===== src/rtl/program_loader.sv =====
`default_nettype none
// ============================================================================
//  Module      : program_loader
//  Description : Framed serial byte stream to instruction-memory writer.
//                Frame = SYNC, LEN_HI, LEN_LO, 2*N data bytes (big-endian
//                words), CHK (mod-256 sum of data bytes). Holds the CPU
//                while loading and reports done / error / cause.
//  Revision    : 1.0  initial release
// ============================================================================
module program_loader #(
    parameter int         DEPTH          = 256,
    parameter logic [7:0] SYNC_BYTE      = 8'hA5,
    parameter int         TIMEOUT_CYCLES = 100000
) (
    input  logic        CLK,
    input  logic        RSTn,
    input  logic [7:0]  in_data,
    input  logic        in_valid,
    output logic        in_ready,
    output logic        instr_mem_write_enable,
    output logic [15:0] MachineCodeAddress,
    output logic [15:0] MachineCodeData,
    output logic        cpu_hold,
    output logic        load_done,
    output logic        load_error,
    output logic [1:0]  err_code
);

    localparam logic [3:0] S_IDLE    = 4'd0;
    localparam logic [3:0] S_LEN_HI  = 4'd1;
    localparam logic [3:0] S_LEN_LO  = 4'd2;
    localparam logic [3:0] S_DATA_HI = 4'd3;
    localparam logic [3:0] S_DATA_LO = 4'd4;
    localparam logic [3:0] S_WRITE   = 4'd5;
    localparam logic [3:0] S_CHECK   = 4'd6;
    localparam logic [3:0] S_DONE    = 4'd7;
    localparam logic [3:0] S_ERROR   = 4'd8;

    localparam logic [1:0] c_ERR_LEN = 2'd1;
    localparam logic [1:0] c_ERR_CHK = 2'd2;
    localparam logic [1:0] c_ERR_TMO = 2'd3;

    // Counter only needs to reach TIMEOUT_CYCLES-1 before the timeout fires.
    localparam int                  c_TMO_W    = (TIMEOUT_CYCLES > 1) ? $clog2(TIMEOUT_CYCLES) : 1;
    localparam logic [c_TMO_W-1:0]  c_TMO_LAST = c_TMO_W'(TIMEOUT_CYCLES - 1);
    localparam logic [16:0]         c_DEPTH    = 17'(DEPTH);

    logic [3:0]         r_state;
    logic [3:0]         w_state_next;
    logic [15:0]        r_len;
    logic [15:0]        r_addr;
    logic [15:0]        r_data;
    logic [7:0]         r_chk;
    logic [c_TMO_W-1:0] r_tmo;
    logic               r_done;
    logic               r_error;
    logic [1:0]         r_err_code;
    logic               r_hold;

    logic               w_accept;
    logic               w_is_sync;
    logic [15:0]        w_len_full;
    logic               w_len_bad;
    logic [15:0]        w_addr_inc;
    logic               w_tmo_state;
    logic               w_tmo_hit;
    logic               w_chk_ok;

    assign in_ready               = RSTn && (r_state != S_WRITE);
    assign instr_mem_write_enable = (r_state == S_WRITE);
    assign MachineCodeAddress     = r_addr;
    assign MachineCodeData        = r_data;
    assign cpu_hold               = r_hold;
    assign load_done              = r_done;
    assign load_error             = r_error;
    assign err_code               = r_err_code;

    assign w_accept    = in_valid && in_ready;
    assign w_is_sync   = (in_data == SYNC_BYTE);
    assign w_len_full  = {r_len[15:8], in_data};
    assign w_len_bad   = (w_len_full == 16'd0) || ({1'b0, w_len_full} > c_DEPTH);
    assign w_addr_inc  = r_addr + 16'd1;
    assign w_chk_ok    = (in_data == r_chk);
    assign w_tmo_state = (r_state == S_LEN_HI)  || (r_state == S_LEN_LO) ||
                         (r_state == S_DATA_HI) || (r_state == S_DATA_LO) ||
                         (r_state == S_CHECK);
    assign w_tmo_hit   = w_tmo_state && !w_accept && (r_tmo == c_TMO_LAST);

    // State register.
    always_ff @(posedge CLK or negedge RSTn) begin
        if (!RSTn) begin
            r_state <= S_IDLE;
        end else begin
            r_state <= w_state_next;
        end
    end

    // Next-state decode; a timeout overrides everything since no byte moved.
    always_comb begin
        w_state_next = r_state;
        case (r_state)
            S_IDLE, S_DONE, S_ERROR: begin
                if (w_accept && w_is_sync) w_state_next = S_LEN_HI;
            end
            S_LEN_HI: begin
                if (w_accept) w_state_next = S_LEN_LO;
            end
            S_LEN_LO: begin
                if (w_accept) w_state_next = w_len_bad ? S_ERROR : S_DATA_HI;
            end
            S_DATA_HI: begin
                if (w_accept) w_state_next = S_DATA_LO;
            end
            S_DATA_LO: begin
                if (w_accept) w_state_next = S_WRITE;
            end
            S_WRITE: begin
                w_state_next = (w_addr_inc == r_len) ? S_CHECK : S_DATA_HI;
            end
            S_CHECK: begin
                if (w_accept) w_state_next = w_chk_ok ? S_DONE : S_ERROR;
            end
            default: w_state_next = S_IDLE;
        endcase
        if (w_tmo_hit) w_state_next = S_ERROR;
    end

    // Datapath: length, word assembly, address, checksum, timeout and status.
    always_ff @(posedge CLK or negedge RSTn) begin
        if (!RSTn) begin
            r_len      <= '0;
            r_addr     <= '0;
            r_data     <= '0;
            r_chk      <= '0;
            r_tmo      <= '0;
            r_done     <= 1'b0;
            r_error    <= 1'b0;
            r_err_code <= '0;
            r_hold     <= 1'b0;
        end else begin
            if (w_tmo_state && !w_accept && !w_tmo_hit) begin
                r_tmo <= r_tmo + c_TMO_W'(1);
            end else begin
                r_tmo <= '0;
            end

            if (w_tmo_hit) begin
                r_error    <= 1'b1;
                r_err_code <= c_ERR_TMO;
            end

            case (r_state)
                S_IDLE, S_DONE, S_ERROR: begin
                    if (w_accept && w_is_sync) begin
                        r_done     <= 1'b0;
                        r_error    <= 1'b0;
                        r_err_code <= '0;
                        r_hold     <= 1'b1;
                        r_addr     <= '0;
                        r_chk      <= '0;
                    end
                end
                S_LEN_HI: begin
                    if (w_accept) r_len[15:8] <= in_data;
                end
                S_LEN_LO: begin
                    if (w_accept) begin
                        r_len[7:0] <= in_data;
                        if (w_len_bad) begin
                            r_error    <= 1'b1;
                            r_err_code <= c_ERR_LEN;
                        end
                    end
                end
                S_DATA_HI: begin
                    if (w_accept) begin
                        r_data[15:8] <= in_data;
                        r_chk        <= r_chk + in_data;
                    end
                end
                S_DATA_LO: begin
                    if (w_accept) begin
                        r_data[7:0] <= in_data;
                        r_chk       <= r_chk + in_data;
                    end
                end
                S_WRITE: begin
                    r_addr <= w_addr_inc;
                end
                S_CHECK: begin
                    if (w_accept) begin
                        if (w_chk_ok) begin
                            r_done <= 1'b1;
                            r_hold <= 1'b0;
                        end else begin
                            r_error    <= 1'b1;
                            r_err_code <= c_ERR_CHK;
                        end
                    end
                end
                default: ;
            endcase
        end
    end

endmodule
`default_nettype wire


===== config.mk =====
export PLATFORM = sky130hd
export DESIGN_NAME = program_loader
export DESIGN_NICKNAME = d
export VERILOG_FILES = /design/src/rtl/program_loader.sv
export SDC_FILE = /design/constraint.sdc
export NUM_CORES = 1
export LEC_CHECK = 0
export ABC_AREA = 1
export CORE_ASPECT_RATIO = 1.25
export CORE_MARGIN = 2
export CORE_UTILIZATION = 36
export DETAILED_ROUTE_END_ITERATION = 10
export PLACE_DENSITY = 0.62
export SLEW_MARGIN = 40
export SYNTH_ARGS = -nofsm -noshare
export SYNTH_HDL_FRONTEND = slang
export SYNTH_SLANG_ARGS = --single-unit

===== constraint.sdc =====
create_clock -name CLK -period 1.9 [get_ports CLK]
set_clock_uncertainty 0.05 [all_clocks]
set_input_delay 0.475 -clock CLK [delete_from_list [all_inputs] [get_ports CLK]]
set_output_delay 0.475 -clock CLK [all_outputs]
set_load 0.02 [all_outputs]

==> run summary, run 1 <==
status -> complete, but fails checks
failing checks -> setup timing
vias in the first global route -> 4665
initial antenna violation count -> 0
crit-path max FO -> 5
DR iter-0 viols -> 244
Overflow after GRT -> 0
CP arrival -> 2.15 ns
Net Count, Synth -> 673
worst slack, placed -> -0.609 ns
Critical Path Start Type -> register
Most Frequent Cell on Critical Path -> nand2_1
Util after Layout -> 0.528
Die W -> 107 um
Synth Instances -> 652
most common cell after layout, fill and taps aside -> nand2_1
WL per Instance -> 14.4 um
I/O pins -> 50
Die H -> 133 um
crit path cell chain -> buf_6 > nand2_4 > nor2_4 > nand2_2 > nand2_2 > nand2_2 > nand2_2 > nand2_1 > nor2_1 > nand2_1 > nor2_2 > nand3_1 > nand2_1 > nand2_1 > nand2_1 > nand2_1
period utilization -> 1.03
Clock transition at path regs -> 0.07 ns
post-layout min period -> 1.96 ns
CORE AREA -> 13100 um2
synth unique cells -> 35
max cap viols -> 0
Post-synth EDFFs -> 0
Fin. Hold Viols -> 0
Routed WL -> 14.0 mm
Pleak -> 3.50 nW
CP max stage cell -> dfrtp_1
Seq pwr share -> 0.297
via count -> 4848
Mapped Area -> 4760 um2
largest net degree at the start of global routing -> 83
H-tree depth -> 3
Nets -> 821
RSZ-0062 raised after global routing -> yes
DRC -> 0
clock share of power -> 0.201
kind of critical path -> register to register
TritonCTS Sinks -> 82
I/O Buffers -> 49
register area -> 2050 um2
Slew Limit Fails -> 0
Critical Path Stages -> 16
ys flop type -> dfrtp_1
r2r startpoint -> MachineCodeAddress[1]
Sw Ratio -> 0.419
largest delay contributor family on the critical path -> simple AND/OR/NAND/NOR gates
power per cell area -> 1370 nW/um2
post-route ant nets -> 0
number of buffers created by CTS -> 9
Max-Slew Margin vs Limit -> 0.546
via-per-instance ratio -> 4.97
Avg Cell Area, Syn -> 7.30 um2
slowest cell delay on critical path -> 0.41 ns
crit path from -> MachineCodeAddress[1]
Psw -> 3.95 mW
Reg2Reg Capture Point -> r_state[0]
placed insts -> 948
Layout Cells excl Fill -> 976
area grow syn2layout -> 44.7%
detailed placer's ending HPWL -> 9.79 mm
CTS tree -> built
setup ws final -> -0.0640 ns
share of cells above drive strength 1 -> 0.265
gp weighted congestion -> 0.859
initial core utilization -> 0.365
asr flop ratio synth -> 1.00
multi-input logic area -> 2730 um2
Detailed Routing Iterations Pass 1 -> 5
final setup fails -> 2
CP Capture Type -> register
HP Class -> input pin to async pin
most frequent cells in the layout -> nand2_1 (177), buf_4 (85), dfrtp_1 (80)
synthesis warning total -> 0
setup slack, reg-to-reg -> -0.06 ns
internal power -> 5.47 mW
row cnt -> 47
Yosys reg bits -> 82
Skew-Pair Late Insertion Delay -> 0.35 ns
Peak VDD IR -> 0.686 mV
Tot GR Track Use -> 0.197
Ant. Diodes -> 0
CP Buf/Inv Count -> 1
Gate power share -> 0.502
worst path required time -> 2.09 ns
slew of the pin with the lowest slew margin -> 0.682 ns
Root Driver -> clkbuf_16
CP Capture Point -> r_state[0]
fillers -> 1252
clock buffer depth -> 2
Seq/Total Area, Yosys -> 0.431
first-pass GRT wire length -> 22.2 mm
total die area -> 14200 um2
Fmax -> 0.509 GHz
Worst R2R Path Depth -> 16
-- worst min path at each step --
stage                                       end  startpoint  slack [ns]
final                     MachineCodeAddress[6]        RSTn        0.21
after global routing      MachineCodeAddress[6]        RSTn        0.27
after CTS                 MachineCodeAddress[6]        RSTn        0.27
after detailed placement               r_chk[4]    r_chk[4]        0.42
after global placement                 r_chk[4]    r_chk[4]        0.41
after floorplan           MachineCodeAddress[0]        RSTn        0.13
-- per-layer routing --
metal / vias up / part of all wire / global-route usage
met2: 112 / 0.51 / 0.337
met4: 0 / 0.028 / 0.0859
met3: 29 / 0.035 / 0.0325
met5: - / 0 / 0
li1: 2403 / - / -
met1: 2304 / 0.43 / 0.242
-- through the flow --
step	instance area [um2]	total power, mW	setup TNS [ns]	hold WS, ns
floorplan	4760	5.22	0	0.129
global placement	6100	6.96	-15.63	0.413
detailed placement	6100	7.06	-15.78	0.422
CTS	6510	9.01	-0.149	0.272
global route	6890	10.1	-1.17	0.270
finish	6890	9.41	-0.103	0.215
-- power groups by stage --
stage	registers [mW]	clock network [mW]	logic [mW]
detailed placement	2.77	0	4.29
floorplan	2.98	0	2.24
CTS	2.75	1.91	4.34
global route	2.87	1.99	5.25
global placement	2.74	0	4.22
finish	2.80	1.89	4.73
-- flip-flops by register name, summed over array words and instances, names as in the netlist --
signal	flops
r_tmo	17
MachineCodeAddress	16
MachineCodeData	16
r_len	16
r_chk	8
r_state	4
err_code	2
cpu_hold	1
load_done	1
load_error	1
-- layout make-up --
cell class / instances / area share
multi-input combinational: 478 / 0.396
inverter: 85 / 0.0463
tap: 171 / 0.0310
sequential: 82 / 0.298
clock buffer: 10 / 0.0347
clock inverter: 6 / 0.0118
timing repair buffer: 144 / 0.182
-- logic make-up after synthesis --
logic type               share of synthesized area
flip-flops                                   0.431
buffers and inverters                       0.0767
AND/OR/NAND/NOR                              0.344
XOR/XNOR                                    0.0213
AO/OA/AOI/OAI                               0.0996
adder cells (fa/ha/maj)                     0.0279
-- what timing repair did --
action                                  in CTS  in global routing
setup buffers                                1                 10
hold buffers                                 0                  0
cloned                                       1                  0
pin swaps                                   15                 49
endpoints found under the setup margin      50                 53
resized for setup                           56                 94
-- Yosys cell counts (3+ instances only) --
| cell | n | share of area |
|---|---|---|
| clkbuf_1 | 4 | 0.0032 |
| inv_1 | 83 | 0.065 |
| ha_1 | 9 | 0.024 |
| nand4_1 | 17 | 0.022 |
| nand3_1 | 49 | 0.051 |
| xnor2_1 | 4 | 0.0074 |
| nand2_1 | 199 | 0.16 |
| nor2_4 | 3 | 0.0071 |
| nand3b_1 | 8 | 0.013 |
| dfrtp_1 | 82 | 0.43 |
| nor2_1 | 67 | 0.053 |
| a22o_1 | 5 | 0.0092 |
| a21oi_1 | 8 | 0.0084 |
| xor2_1 | 5 | 0.0092 |
| nand2_2 | 6 | 0.0079 |
| nor2_2 | 8 | 0.011 |
| a32o_1 | 4 | 0.0084 |
| nor3_1 | 12 | 0.013 |
| o21ai_0 | 58 | 0.061 |
Note: power is estimated with default switching activity, not from simulation.
==> inputs of run 2 (changes only) <==
--- a/config.mk
+++ b/config.mk
@@ -6,11 +6,13 @@
 export NUM_CORES = 1
 export LEC_CHECK = 0
 export ABC_AREA = 1
+export CAP_MARGIN = 40
 export CORE_ASPECT_RATIO = 1.25
 export CORE_MARGIN = 2
 export CORE_UTILIZATION = 36
 export DETAILED_ROUTE_END_ITERATION = 10
-export PLACE_DENSITY = 0.62
+export DONT_BUFFER_PORTS = 1
+export PLACE_DENSITY = 0.57
 export SLEW_MARGIN = 40
 export SYNTH_ARGS = -nofsm -noshare
 export SYNTH_HDL_FRONTEND = slang
==> run summary, run 2 (same netlist as run 1, synthesis figures left out) <==
Detailed Routing Iterations Pass 1 -> 5
total die area -> 14200 um2
Tot GR Track Use -> 0.189
Pleak -> 3.16 nW
number of buffers created by CTS -> 9
worst path required time -> 2.13 ns
clock buffer depth -> 2
Root Driver -> clkbuf_16
busiest grt layer -> met2
Die W -> 107 um
slowest cell delay on critical path -> 0.41 ns
Nets -> 763
CTS tree -> built
vias in the first global route -> 4487
share of cells above drive strength 1 -> 0.261
setup ws final -> -0.0626 ns
Critical Path Start Type -> register
slew of the pin with the lowest slew margin -> 0.367 ns
Peak VDD IR -> 0.646 mV
most common cell after layout, fill and taps aside -> nand2_1
Util after Layout -> 0.483
Biggest register -> r_tmo
via-per-instance ratio -> 5.01
Most Frequent Cell on Critical Path -> nand2_1
Placed Area -> 5490 um2
gp weighted congestion -> 0.918
power per cell area -> 1410 nW/um2
met1 GRT Util -> 0.238
hold slack -> -0.230 ns
DRC -> 0
CP Buf/Inv Count -> 4
Clock transition at path regs -> 0.07 ns
post-layout min period -> 1.96 ns
Max-Slew Margin vs Limit -> 0.755
area grow syn2layout -> 32.4%
kind of critical path -> register to register
DR iter-0 viols -> 276
initial antenna violation count -> 0
GR met3 Demand/Resource -> 0.0315
H-tree depth -> 3
Fin. Hold Viols -> 82
CP Capture Type -> register
CORE AREA -> 13100 um2
Slew Limit Fails -> 0
I/O pins -> 50
row cnt -> 47
largest delay contributor family on the critical path -> simple AND/OR/NAND/NOR gates
Skew-Pair Late Insertion Delay -> 0.34 ns
WL per Instance -> 14.2 um
status -> complete, but fails checks
most frequent cells in the layout -> nand2_1 (175), dfrtp_1 (79), buf_4 (78)
max FFs per register -> 17
final instance area -> 6310 um2
Fmax -> 0.510 GHz
first-pass GRT wire length -> 21.7 mm
HP Class -> input pin to async pin
via count -> 4602
Die H -> 133 um
RSZ-0062 raised after global routing -> yes
crit-path max FO -> 6
detailed placer's ending HPWL -> 9.48 mm
period utilization -> 1.03
final setup fails -> 2
CP max stage cell -> dfrtp_1
I/O Buffers -> 0
met2 usage -> 0.332
Overflow after GRT -> 0
crit path from -> MachineCodeAddress[1]
Routed WL -> 13.0 mm
CP arrival -> 2.19 ns
post-route ant nets -> 0
max cap viols -> 0
crit path cell chain -> buf_6 > nand2_4 > nor2_4 > buf_6 > buf_6 > buf_4 > nand3_2 > nand2_1 > nand3_1 > nand2_1 > nor2_1 > nand3_1 > nor2_1 > nand2_1 > nand2_1 > nand2_1 > nand2_1
largest net degree at the start of global routing -> 84
initial core utilization -> 0.365
r2r startpoint -> MachineCodeAddress[1]
Ant. Diodes -> 0
TritonCTS Sinks -> 82
failing checks -> hold timing, setup timing
run 2: cell type report:
class                           count  area (um2)
Tap cell                          171         214
Clock buffer                       10         239
Sequential cell                    82        2060
Timing Repair Buffer               87         708
Fill cell                        1291        6750
Clock inverter                      6        72.6
Multi-Input combinational cell    477        2700
Inverter                           85         322
run 2: worst register-to-register path: stages (launching register included):
cell and delay (ns):
dfrtp_1 0.41, buf_6 0.16, nand2_4 0.08, nor2_4 0.06, buf_6 0.13, buf_6 0.11
buf_4 0.12, nand3_2 0.05, nand2_1 0.05, nand3_1 0.06, nand2_1 0.05, nor2_1 0.13
nand3_1 0.12, nor2_1 0.12, nand2_1 0.06, nand2_1 0.05, nand2_1 0.04, nand2_1 0.06
run 2: power by group:
group | leakage (nW) | internal, mW | switching [mW] | total [mW]
combinational | 1.96 | 1.81 | 2.30 | 4.11
clock | 0.150 | 1.07 | 0.745 | 1.81
sequential | 1.06 | 2.27 | 0.689 | 2.96
total | 3.16 | 5.15 | 3.73 | 8.88
run 2: routing by layer:
metal,share of wire,vias to the layer above
met3,0.041,19
met5,0,-
met4,0.018,0
met1,0.43,2189
li1,-,2295
met2,0.51,99
run 2: stage by stage:
step | power [mW] | cells | setup TNS (ns) | worst slack [ns]
3_3_place_gp | 6.45 | 888 | -0.434 | -0.0833
4_1_cts | 8.62 | 911 | -0.0622 | -0.0540
3_5_place_dp | 6.55 | 888 | -1.72 | -0.0942
2_1_floorplan | 5.22 | 652 | 0 | 0.0107
6_report | 8.88 | 918 | -0.0801 | -0.0626
5_1_grt | 9.59 | 918 | -1.30 | -0.213
run 2: worst paths after layout:
check / cells after the start / endpoint / slack [ns]
setup / recovery: 17 / r_state[2] / -0.06
hold / removal: 0 / MachineCodeAddress[4] / -0.23
setup reg to reg: 17 / r_state[2] / -0.06
hold reg to reg: 1 / r_chk[0] / 0.46
max in group asynchronous: 0 / r_tmo[12] / 1.92
min in group CLK: 2 / r_len[2] / 0.22
run 2: what timing repair did:
item                                    CTS  global route
buffers inserted                          7             7
endpoints found under the setup margin   39            61
resized for setup                        33            67
endpoints found under the hold margin    82            82
pin swaps                                21            34
==> variant 1, RTL diff (settings of run 1) <==
Set the parameter `TIMEOUT_CYCLES` to 200000 (it was 100000).
--- a/src/rtl/program_loader.sv
+++ b/src/rtl/program_loader.sv
@@ -10,7 +10,7 @@
 module program_loader #(
     parameter int         DEPTH          = 256,
     parameter logic [7:0] SYNC_BYTE      = 8'hA5,
-    parameter int         TIMEOUT_CYCLES = 100000
+    parameter int         TIMEOUT_CYCLES = 200000
 ) (
     input  logic        CLK,
     input  logic        RSTn,
Formal check against the unedited RTL: no difference found for any inputs over 10 cycles, from zero or initial values and one cycle with RSTn low; that may be too few to reach the edited logic, so the function may still have changed.
==> variant 1 against run 1 <==
  * The run still ends with negative setup slack left
  * Critical path depth shrank 1
  * Sequential cell count grew 1
  * Clock power shrank 11%
  * Worst setup slack lost 0.017 ns
  * Cell area grew 1.7%
  * Sequential share of layout area shrank 0.13 points
  * Area after synthesis grew 1.3%
  * Total power grew 17%
  * Combinational power grew 38%
  * Routed wire length grew 1.8%
==> variant 1: results (changes against run 1) <==
| Metric | Value |
|---|---|
| Maximum fanout along the worst path | `3 (-2)` |
| Status | `finished, violations left` |
| Post-synth ARST share | `100% (unchanged)` |
| Initial antenna violation count | `0 (unchanged)` |
| Clock buffer depth | `2 (unchanged)` |
| First-pass iteration count of the detailed router | `5 (unchanged)` |
| Largest net degree at the start of global routing | `84 (+1.2%)` |
| Diodes inserted | `0 (unchanged)` |
| GR Util met3 | `2.50% (-0.76 points)` |
| Failing checks | `negative setup slack` |
| Postcts setup bufs | `8 (+7)` |
| Seq/Total Area, Yosys | `43.1% (about the same)` |
| Tot GR Track Use | `20.5% (+0.84 points)` |
| Setup violators final | `2 (unchanged)` |
| Post-synthesis mux area share | `0% (unchanged)` |
| WP data arrival | `2.18 ns (+0.03 ns)` |
| Slowest cell on crit path | `dfrtp_1` |
| Total CTS buffers | `9 (unchanged)` |
| Worst-path clk slew | `0.06 ns` |
| CTS-repair resized insts | `79 (+41%)` |
| Hold Path Class | `input port to asynchronous set/reset pin` |
| Max reg flops | `18 (+1)` |
| First-pass GRT wire length | `23000 um (+3.6%)` |
| Top cell family by delay on the critical path | `simple AND/OR/NAND/NOR gates` |
| Clk root buf | `clkbuf_16` |
| Synth Net Count | `671 (-0.30%)` |
| Dominant cells by area after synthesis | `dfrtp_1, nand2_1, nand3_1, inv_1, nor2_1` |
| Sw frac | `44.5% (+2.6 points)` |
| Synth warn | `0 (unchanged)` |
| Post-DP HPWL | `10500 um (+7.4%)` |
| LEAKAGE | `3.41 nW (-2.6%)` |
| Met2 Use GR | `38.5% (+4.9 points)` |
| Post-synthesis xor/xnor area fraction | `1.82% (-0.31 points)` |
| Comb power frac | `59.4% (+9.2 points)` |
| Unique masters post-synth | `42 (+20%)` |
| Vias in the first global route | `4914 (+5.3%)` |
| Nets@finish | `827 (+0.73%)` |
| RePlAce Congestion | `0.944 (+9.9%)` |
| Synth Area in Compound Gates | `9.70% (-0.26 points)` |
| Slew at the pin with the worst max-slew slack | `0.700 ns (+0.0180 ns)` |
| Maximum vdd drop | `0.654 mV (-4.7%)` |
| DR vias/cell | `4.98 (+0.35%)` |
| Ratio of cells with drive above 1 in the final layout | `29.2% (+2.8 points)` |
| P_clk | `1.69 mW (-11%)` |
| Commonest cells in the netlist | `nand2_1, dfrtp_1, inv_1` |
| Final WS setup | `-0.0809 ns (-0.0169 ns)` |
| Met1 GRT Util | `22.1% (-2.1 points)` |
| Placed inst area | `6180 um2 (+1.2%)` |
| 1st-iter DRT viols | `281 (+15%)` |
| Avg WL per Cell | `14.5 um (+1.2%)` |
| Clk_lat worst skew | `0.35 ns (about the same)` |
| Area share of fa/ha/maj cells after synthesis | `2.75% (-0.035 points)` |
-- variant 1: cell type report --
type	instances	area, um2
clock buffers	13	260
well taps	171	214
repair buffers	154	1350
fillers	1240	6160
flip-flops and latches	83	2080
inverters	81	304
multi-input cells	477	2780
clock inverters	3	21.3
-- variant 1: through the flow --
step	instances	utilization, %	total power, mW	setup TNS (ns)	setup WS (ns)
4_1_cts	970	50.9	10.7	-0.184	-0.0898
3_5_place_dp	947	46.9	8.26	-18.39	-0.684
3_3_place_gp	947	46.9	8.17	-18.53	-0.598
2_1_floorplan	650	-	5.94	0	0.0287
5_1_grt	982	53.2	11.8	-0.611	-0.214
6_report	982	53.2	11.0	-0.146	-0.0809
-- variant 1: path summary, 6_finish.rpt --
kind	start	slack, ns	cells past startpoint	to
setup / recovery	MachineCodeAddress[0]$_DFFE_PN0P_	-0.08	15	r_state[0]$_DFFE_PN0P_
max in group asynchronous	RSTn	1.05	2	MachineCodeAddress[9]$_DFFE_PN0P_
min in group CLK	in_data[2]	0.43	3	r_len[2]$_DFFE_PN0P_
hold / removal	RSTn	0.21	2	MachineCodeAddress[2]$_DFFE_PN0P_
setup reg to reg	MachineCodeAddress[0]$_DFFE_PN0P_	-0.08	15	r_state[0]$_DFFE_PN0P_
hold reg to reg	MachineCodeData[1]$_DFFE_PN0P_	0.44	2	MachineCodeData[1]$_DFFE_PN0P_
-- variant 1: routing by layer --
layer / vias up / routed length (um)
li1: 2427 / -
met1: 2332 / 5720
met2: 99 / 7590
met3: 37 / 461
met4: 0 / 521
met5: - / 0
-- variant 1: logic make-up (layout without fill, tap and decap cells) --
group / after synthesis / count (layout)
buf+inv: 90 / 251
flops: 83 / 83
simple gates: 375 / 375
xor+xnor: 10 / 10
fa+ha+maj: 10 / 10
compound gates: 82 / 82
==> variant 2, RTL diff (config.mk and constraints of run 1) <==
Without the edit above. Reset style: synchronous (`RSTn`), changed in 2 clocked blocks.
--- a/src/rtl/program_loader.sv
+++ b/src/rtl/program_loader.sv
@@ -87,7 +87,7 @@
     assign w_tmo_hit   = w_tmo_state && !w_accept && (r_tmo == c_TMO_LAST);
 
     // State register.
-    always_ff @(posedge CLK or negedge RSTn) begin
+    always_ff @(posedge CLK) begin
         if (!RSTn) begin
             r_state <= S_IDLE;
         end else begin
@@ -126,7 +126,7 @@
     end
 
     // Datapath: length, word assembly, address, checksum, timeout and status.
-    always_ff @(posedge CLK or negedge RSTn) begin
+    always_ff @(posedge CLK) begin
         if (!RSTn) begin
             r_len      <= '0;
             r_addr     <= '0;
Formal check against the unedited RTL: differs if RSTn is asserted again (counterexample within 4 cycles, from zero or initial values and one cycle with RSTn low); with RSTn held inactive, the same outputs for 10 cycles.
==> variant 2 against run 1 <==
  * The flow still finishes with violations (negative setup slack)
  * Routed wire length shrank 1.7%
  * Area after synthesis shrank 5.8%
  * Worst setup slack lost 0.036 ns
  * Worst hold slack gained 0.21 ns
  * Sequential cell count is the same
  * Cell area shrank 3.9%
  * Largest cell class unchanged
Power is not compared: it rests on default switching activity, and its combinational part moved more than twofold at a synthesized area within 25%.
==> variant 2: results (changes against run 1) <==
| Metric | Value |
|---|---|
| Synth Net Count | `696 (+3.4%)` |
| WP data arrival | `2.23 ns (+0.08 ns)` |
| Failing checks | `negative setup slack` |
| Diodes inserted | `0 (unchanged)` |
| LEAKAGE | `2.81 nW` |
| Dominant cells by area after synthesis | `dfxtp_1, nand2_1, nand3_1, a21oi_1, nor2_1` |
| Vias in the first global route | `4788 (+2.6%)` |
| Slew at the pin with the worst max-slew slack | `0.345 ns (-0.337 ns)` |
| First-pass iteration count of the detailed router | `4 (-1)` |
| Seq/Total Area, Yosys | `36.6% (-6.5 points)` |
| First-pass GRT wire length | `22000 um (-0.96%)` |
| Tot GR Track Use | `20.2% (+0.55 points)` |
| Setup violators final | `2 (unchanged)` |
| Commonest cells in the netlist | `nand2_1, nor2_1, dfxtp_1` |
| Overflow left after global routing | `0 (unchanged)` |
| Sequential power share | `41.8%` |
| 1st-iter DRT viols | `278 (+14%)` |
| Status | `finished, violations left` |
| Hold Path Class | `flop to flop` |
| Top cell family by delay on the critical path | `simple AND/OR/NAND/NOR gates` |
| Final Max Tran Viols | `0 (unchanged)` |
| Nets@finish | `860 (+4.8%)` |
| Synth warn | `0 (unchanged)` |
| Cell-internal power | `3.05 mW` |
| Pre-CTS WS | `-0.672 ns (-0.0629 ns)` |
| Slowest cell on crit path | `dfxtp_4` |
| Post-DP HPWL | `9890 um (+1.0%)` |
| Unique masters post-synth | `41 (+17%)` |
| Post-synth ARST share | `0% (-100 points)` |
| Reg with most FFs | `r_tmo` |
| Total CTS buffers | `9 (unchanged)` |
| Avg WL per Cell | `13.7 um (-4.7%)` |
| Port Buffers | `49 (unchanged)` |
| Final WS setup | `-0.0995 ns (-0.0356 ns)` |
| Ratio of cells with drive above 1 in the final layout | `28.2% (+1.8 points)` |
| H-tree depth reported by CTS | `3 (unchanged)` |
| Clk root buf | `clkbuf_16` |
| Clock buffer depth | `2 (unchanged)` |
| Largest net degree at the start of global routing | `40 (-52%)` |
| Initial antenna violation count | `0 (unchanged)` |
| Max reg flops | `17 (unchanged)` |
| DR vias/cell | `4.98 (+0.18%)` |
| Setup TNS | `-0.170 ns (-0.0667 ns)` |
| Maximum vdd drop | `0.454 mV` |
| Worst-path clk slew | `0.07 ns (about the same)` |
| RePlAce Congestion | `0.903 (+5.2%)` |
| Maximum fanout along the worst path | `5 (unchanged)` |
| Clk_lat worst skew | `0.35 ns (about the same)` |
| Max incr delay on CP | `0.38 ns (-0.03 ns)` |
## variant 2: cell count changes after synthesis, sizes merged, moves of 4 or more
cell | before | now
nand3b | 8 | 1
or2 | 0 | 6
a22o | 5 | 0
nand2 | 205 | 145
nor3 | 13 | 9
a32o | 4 | 0
nor2 | 78 | 94
clkbuf | 4 | 9
dfxtp | 0 | 82
inv | 85 | 80
o21ai | 60 | 49
a21oi | 8 | 66
nand3 | 50 | 71
dfrtp | 82 | 0
## variant 2: power by group through the flow
stage                     clock network (mW)  logic, mW  registers [mW]
after detailed placement                   0      0.760            1.84
after CTS                               1.68      0.782            1.81
after global placement                     0      0.752            1.84
final                                   1.65      0.874            1.82
after global routing                    1.76      0.971            1.82
after floorplan                            0      0.439            1.84
## variant 2: path summary, 6_finish.rpt
kind	from	endpoint	slack [ns]	cells past startpoint
max	MachineCodeAddress[0]$_SDFFE_PN0P_	r_state[2]$_SDFFE_PP0P_	-0.1	16
min	r_tmo[3]$_SDFF_PN0_	r_tmo[3]$_SDFF_PN0_	0.42	2
max reg2reg	MachineCodeAddress[0]$_SDFFE_PN0P_	r_state[2]$_SDFFE_PP0P_	-0.1	16
min reg2reg	r_tmo[3]$_SDFF_PN0_	r_tmo[3]$_SDFF_PN0_	0.42	2
## variant 2: cell type report
type                       count  area [um2]
fill                        1200        5540
multi-input combinational    498        2810
sequential                    82        1660
timing repair buffer         167        1370
inverter                      81         304
clock buffer                  11         243
tap                          164         205
clock inverter                 4        28.8
## variant 2: timing repair
action | 4_1_cts | 5_1_grt
gates resized for setup | 62 | 72
cloned | 1 | 0
pin swaps | 21 | 36
setup endpoints to repair | 50 | 69
buffers inserted | 2 | 15
hold buffers | 0 | 0
## variant 2: kinds of logic (layout without fill, tap and decap cells)
family / after synthesis / after routing / share of synthesized area (%)
xor gates and xnor gates: 9 / 9 / 1.76
DFF: 82 / 82 / 36.6
AOI/OAI and AO/OA: 127 / 127 / 15.1
buffers and inverters: 95 / 263 / 8.26
adders and majority gates: 10 / 10 / 2.96
and+or+nand+nor: 352 / 352 / 35.3
## variant 2: metal layers
metal | up-vias | share of wire (%) | global-route usage, %
li1 | 2556 | - | -
met5 | - | 0 | 0
met4 | 0 | 3.1 | 9.06
met2 | 89 | 51 | 37.2
met1 | 2337 | 43 | 23.4
met3 | 29 | 2.6 | 2.68
## variant 2: worst min-delay path, delay by kind of cell (launching register included)
family	cells	cell delay, ns
AO/OA/AOI/OAI	1	0.06
flip-flops	1	0.31
AND/OR/NAND/NOR	1	0.06
## variant 2: metrics by stage
stage / std cells / instance area [um2]
CTS: 992 / 6270
global placement: 974 / 5880
finish: 1007 / 6620
floorplan: 675 / 4500
detailed placement: 974 / 5880
global route: 1007 / 6620
